### config.mk
export PLATFORM = sky130hd
export DESIGN_NAME = ysyx_22040750_pipe_stage_buf
export DESIGN_NICKNAME = d
export VERILOG_FILES = /design/src/rtl/ysyx_22040750_pipe_stage_buf.sv
export SDC_FILE = /design/constraint.sdc
export NUM_CORES = 1
export LEC_CHECK = 0
export BUFFER_PORTS_ARGS = -buffer_cell sky130_fd_sc_hd__buf_2
export CORE_ASPECT_RATIO = 1.25
export CORE_UTILIZATION = 46
export CTS_CLUSTER_DIAMETER = 120
export DETAILED_ROUTE_END_ITERATION = 7
export GPL_TIMING_DRIVEN = 0
export PLACE_DENSITY = 0.77
export REMOVE_ABC_BUFFERS = 1
export SKIP_CTS_REPAIR_TIMING = 1
export SLEW_MARGIN = 20
export SYNTH_ARGS = -nofsm -noshare
export SYNTH_HDL_FRONTEND = slang
export SYNTH_SLANG_ARGS = --single-unit
### constraint.sdc
create_clock -name I_sys_clk -period 2.9 [get_ports I_sys_clk]
set_clock_uncertainty 0.1 [all_clocks]
set_input_delay 0.29 -clock I_sys_clk [delete_from_list [all_inputs] [get_ports I_sys_clk]]
set_output_delay 0.29 -clock I_sys_clk [all_outputs]
set_load 0.02 [all_outputs]
### src/rtl/ysyx_22040750_pipe_stage_buf.sv
// Parametrised pipeline-stage register: DEPTH-entry FIFO with valid/allowin handshake,
// multicycle gating via I_done, synchronous flush and a first-cycle-at-head pulse.
module ysyx_22040750_pipe_stage_buf #(
    parameter int DATA_W = 128,
    parameter int DEPTH  = 1,
    parameter int CNT_W  = 3
) (
    input  logic              I_sys_clk,
    input  logic              I_rst_n,
    input  logic              I_flush,
    input  logic              I_in_valid,
    output logic              O_allowin,
    input  logic [DATA_W-1:0] I_data,
    input  logic              I_done,
    input  logic              I_allowout,
    output logic              O_valid,
    output logic [DATA_W-1:0] O_data,
    output logic              O_head_valid,
    output logic              O_head_new,
    output logic [CNT_W-1:0]  O_count
);

    localparam int               PTR_W    = (DEPTH > 1) ? $clog2(DEPTH) : 1;
    localparam logic [CNT_W-1:0] DEPTH_C  = CNT_W'(DEPTH);
    localparam logic [PTR_W-1:0] LAST_PTR = PTR_W'(DEPTH - 1);

    logic [DATA_W-1:0] mem [DEPTH];
    logic [PTR_W-1:0]  rd_ptr;
    logic [PTR_W-1:0]  wr_ptr;
    logic [CNT_W-1:0]  count;
    logic [CNT_W-1:0]  count_next;
    logic              head_new;
    logic              head_valid;
    logic              push;
    logic              pop;

    // Explicit wrap so non-power-of-two depths (e.g. 3) stay in range.
    function automatic logic [PTR_W-1:0] ptr_inc(input logic [PTR_W-1:0] p);
        return (p == LAST_PTR) ? '0 : p + PTR_W'(1);
    endfunction

    assign head_valid = (count != '0);
    assign pop        = head_valid && I_done && I_allowout;
    assign push       = I_in_valid && O_allowin;
    assign count_next = count + CNT_W'(push) - CNT_W'(pop);

    // Single entry keeps the legacy combinational allowin; deeper buffers decouple
    // upstream timing from the downstream handshake.
    generate
        if (DEPTH == 1) begin : g_single
            assign O_allowin = !head_valid || (I_done && I_allowout);
        end else begin : g_multi
            assign O_allowin = (count < DEPTH_C);
        end
    endgenerate

    always_ff @(posedge I_sys_clk or negedge I_rst_n) begin
        if (!I_rst_n) begin
            count    <= '0;
            rd_ptr   <= '0;
            wr_ptr   <= '0;
            head_new <= 1'b0;
        end else if (I_flush) begin
            count    <= '0;
            rd_ptr   <= '0;
            wr_ptr   <= '0;
            head_new <= 1'b0;
        end else begin
            if (push) begin
                wr_ptr <= ptr_inc(wr_ptr);
            end
            if (pop) begin
                rd_ptr <= ptr_inc(rd_ptr);
            end
            count    <= count_next;
            head_new <= (push && (count == '0)) || (pop && (count_next != '0));
        end
    end

    // Payload storage only changes on an accepted push.
    always_ff @(posedge I_sys_clk or negedge I_rst_n) begin
        if (!I_rst_n) begin
            for (int i = 0; i < DEPTH; i++) begin
                mem[i] <= '0;
            end
        end else if (push && !I_flush) begin
            mem[wr_ptr] <= I_data;
        end
    end

    assign O_data       = mem[rd_ptr];
    assign O_head_valid = head_valid;
    assign O_valid      = head_valid && I_done;
    assign O_head_new   = head_new;
    assign O_count      = count;

endmodule

==> summary.md <==
| Metric | Value |
|---|---|
| Outcome | complete, but fails checks |
| Failing checks | hold timing |
| Top-area cell type share of the netlist area | 59.5% |
| Setup-failing EPs final | 0 |
| Slew HR | approximately three fifths |
| CTS tree | done |
| Hold slack | -3.19 ps |
| Final HPWL DP | 8710 um |
| Clock-pin transition on the worst setup and hold timing paths | 60 ps |
| Via count | 3,612 |
| Minimum clock period | 2710 ps |
| Initial antenna violation count | 0 |
| Core Util, Final | 68.7% |
| Synth area leaders | dfrtp_1 (59%), mux2_4 (27%), buf_12 (4.0%) |
| Endpoint class of the critical path | flip-flop |
| Final count of pins violating max slew | 0 |
| Finished Layout Cells | 784 |
| Nets | 748 |
| Initial DRC count | 63 |
| Synth-to-Final Area Change | 44.3% |
| Die W | 100 um |
| DRC | 0 |
| Antenna Violating Nets Remaining | 0 |
| Max-cap check violation count | 0 |
| Required @ worst endpoint | 3090 ps |
| Via/cell ratio | 4.61 |
| Power Total | 9.86 mW |
| Vias in the first global route | 3,653 |
| Max Freq | 0.369 GHz |
| CP Class | flip-flop to flip-flop |
| WL/cell | 16.0 um |
| Ys async rst share | between 90% and 100% |
| Max clock buf depth | 2 |
| Slew @ Worst Pin | a little under 600 ps |
| EDFF count, synth | 0 |
| Critical-path top delay cell | dfrtp_1 |
| Cell with the most instances after synthesis | dfrtp_1 |
| Pwr Density | 1230 nW/um^2 |
| Area leader, netlist | dfrtp_1 |
| Final WS setup | about 190 ps |
| Final hold violation count | 1 |
| Initial core utilization | 47.6% |
| CTS HTree Levels | 4 |
| Crit path cell chain | nor3_2 -> inv_2 -> nand2_1 -> nand2_1 -> ha_1 -> inv_1 -> ha_1 -> inv_1 -> fa_1 -> xor3_4 -> nor3b_1 -> o22ai_1 |
| Filler cell count in the final layout | around 800 |
| Final period util | 93.5% |
| Pin count of the biggest net entering global routing | 74 |
| Core Footprint | 11,700 um^2 |
| Num CTS Buffers | 17 |
| Placed instance count | 718 |
| Worst EP arrival | ~2900 ps |
| Worst min-delay path class | input port to flip-flop |
| First-pass detailed-route iteration total | 4 |
| Rows | 44 |
| Diode count | 0 |
| Leakage dissipation | just over 4 nW |
| Share of layout cells above drive strength 1 | about two thirds |
| Synth cell count leaders | dfrtp_1 (132), mux2_4 (100), mux2_1 (15) |
| Avg Cell Area, Syn | 18.8 um^2 |
| Yosys warnings | 0 |
| CP delay by family, top | adder cells |
| Ys flop type | dfrtp_1 |
| Sequential fraction of the synthesis area | roughly 59% |
| Die Ht | 125 um |
| Total Wirelength | 12,600 um |
| IO Pins | 269 |
| Crit path buf inv count | 3 |
| Worst ir drop on vdd | 0.816 mV |
| Gr ovfl total | 0 |
| Pre-CTS setup slack | about 170 ps |
| Startpoint Class | flip-flop |
| First-pass GRT wire length | 18,900 um |
| Gpl congestion | 0.780 |
| Number of port buffers | about 270 |
| Synth Instances | 295 |
| Synth Register Bits | about 130 |
| Mapped cell area | between 5000 and 6000 um^2 |
| Worst-Skew Late Latency | 410 ps |
| Die ar. | 12,500 um^2 |
| Netlist cell types | 22 |
| Clock sinks | 132 |
| Root buf cell | clkbuf_16 |
| Overall global routing resource usage | 19.8% |
| CP Max Fanout | 5 |
| CP peak stage delay | 430 ps |
## metal layers
metal  vias up  part of all wire (%)  track usage (%)
met3        18                   5.8             5.50
met5         -                     0                0
met2       156                    53             33.3
met1      1778                    40             23.8
li1       1660                     -                -
met4         0                   1.6             7.93
## cell families after synthesis
logic type	after synthesis	share of synthesized area [%]
fa+ha+maj	3	0.811
buf+inv	17	4.84
flops	132	59.5
mux	128	32.7
simple gates	12	1.26
xor+xnor	1	0.496
compound gates	2	0.406
## state kept, by name, summed over array words and instances (netlist names)
name and cells:
mem 128, O_head_new 1, O_count 3
## metrics by stage
step | area, um^2 | TNS [ps]
after floorplan | 5300 | -224840
after global placement | 6840 | -318450
after global routing | 8020 | -0.165
after detailed placement | 7070 | 0
after CTS | 7660 | 0
final | 8020 | 0
## final cells by class
| class | count | area [um^2] | area share (%) |
|---|---|---|---|
| Clock buffer | 18 | 439 | 5.48 |
| Clock inverter | 13 | 160 | 2.00 |
| Inverter | 3 | 11.3 | 0.140 |
| Multi-Input combinational cell | 146 | 1980 | 24.7 |
| Sequential cell | 132 | 3300 | 41.2 |
| Tap cell | 161 | 201 | 2.51 |
| Timing Repair Buffer | 311 | 1920 | 23.9 |
## placed cells by master, fill, tap and decap left out, drive strengths merged
cell,n
clkinv,5
bufinv,3
nand2,3
dlygate4sd3,35
clkbuf,18
and2,1
ha,2
nor2b,2
clkinvlp,5
dfrtp,132
o22ai,1
inv,3
buf,276
xor3,1
mux2,128
or3,1
nor2,2
nor3,1
a21oi,1
nand2b,1
fa,1
nor3b,1
## path summary, 6_finish.rpt
path                       slack, ps  cells after the start  startpoint    endpoint
max                              190                     12  O_count[1]  O_head_new
min                               -3                      2  I_data[77]     mem[77]
max reg2reg                      190                     12  O_count[1]  O_head_new
min reg2reg                      380                      1     mem[79]     mem[79]
max in group asynchronous       1610                      3     I_rst_n     mem[47]
min in group asynchronous        340                      2     I_rst_n     mem[96]
## power breakdown
part / switching (mW) / internal (mW)
sequential: 0.517 / 2.78
combinational: 2.26 / 2.12
clock: 0.807 / 1.37
No activity file was read; power rests on OpenSTA's default activity.
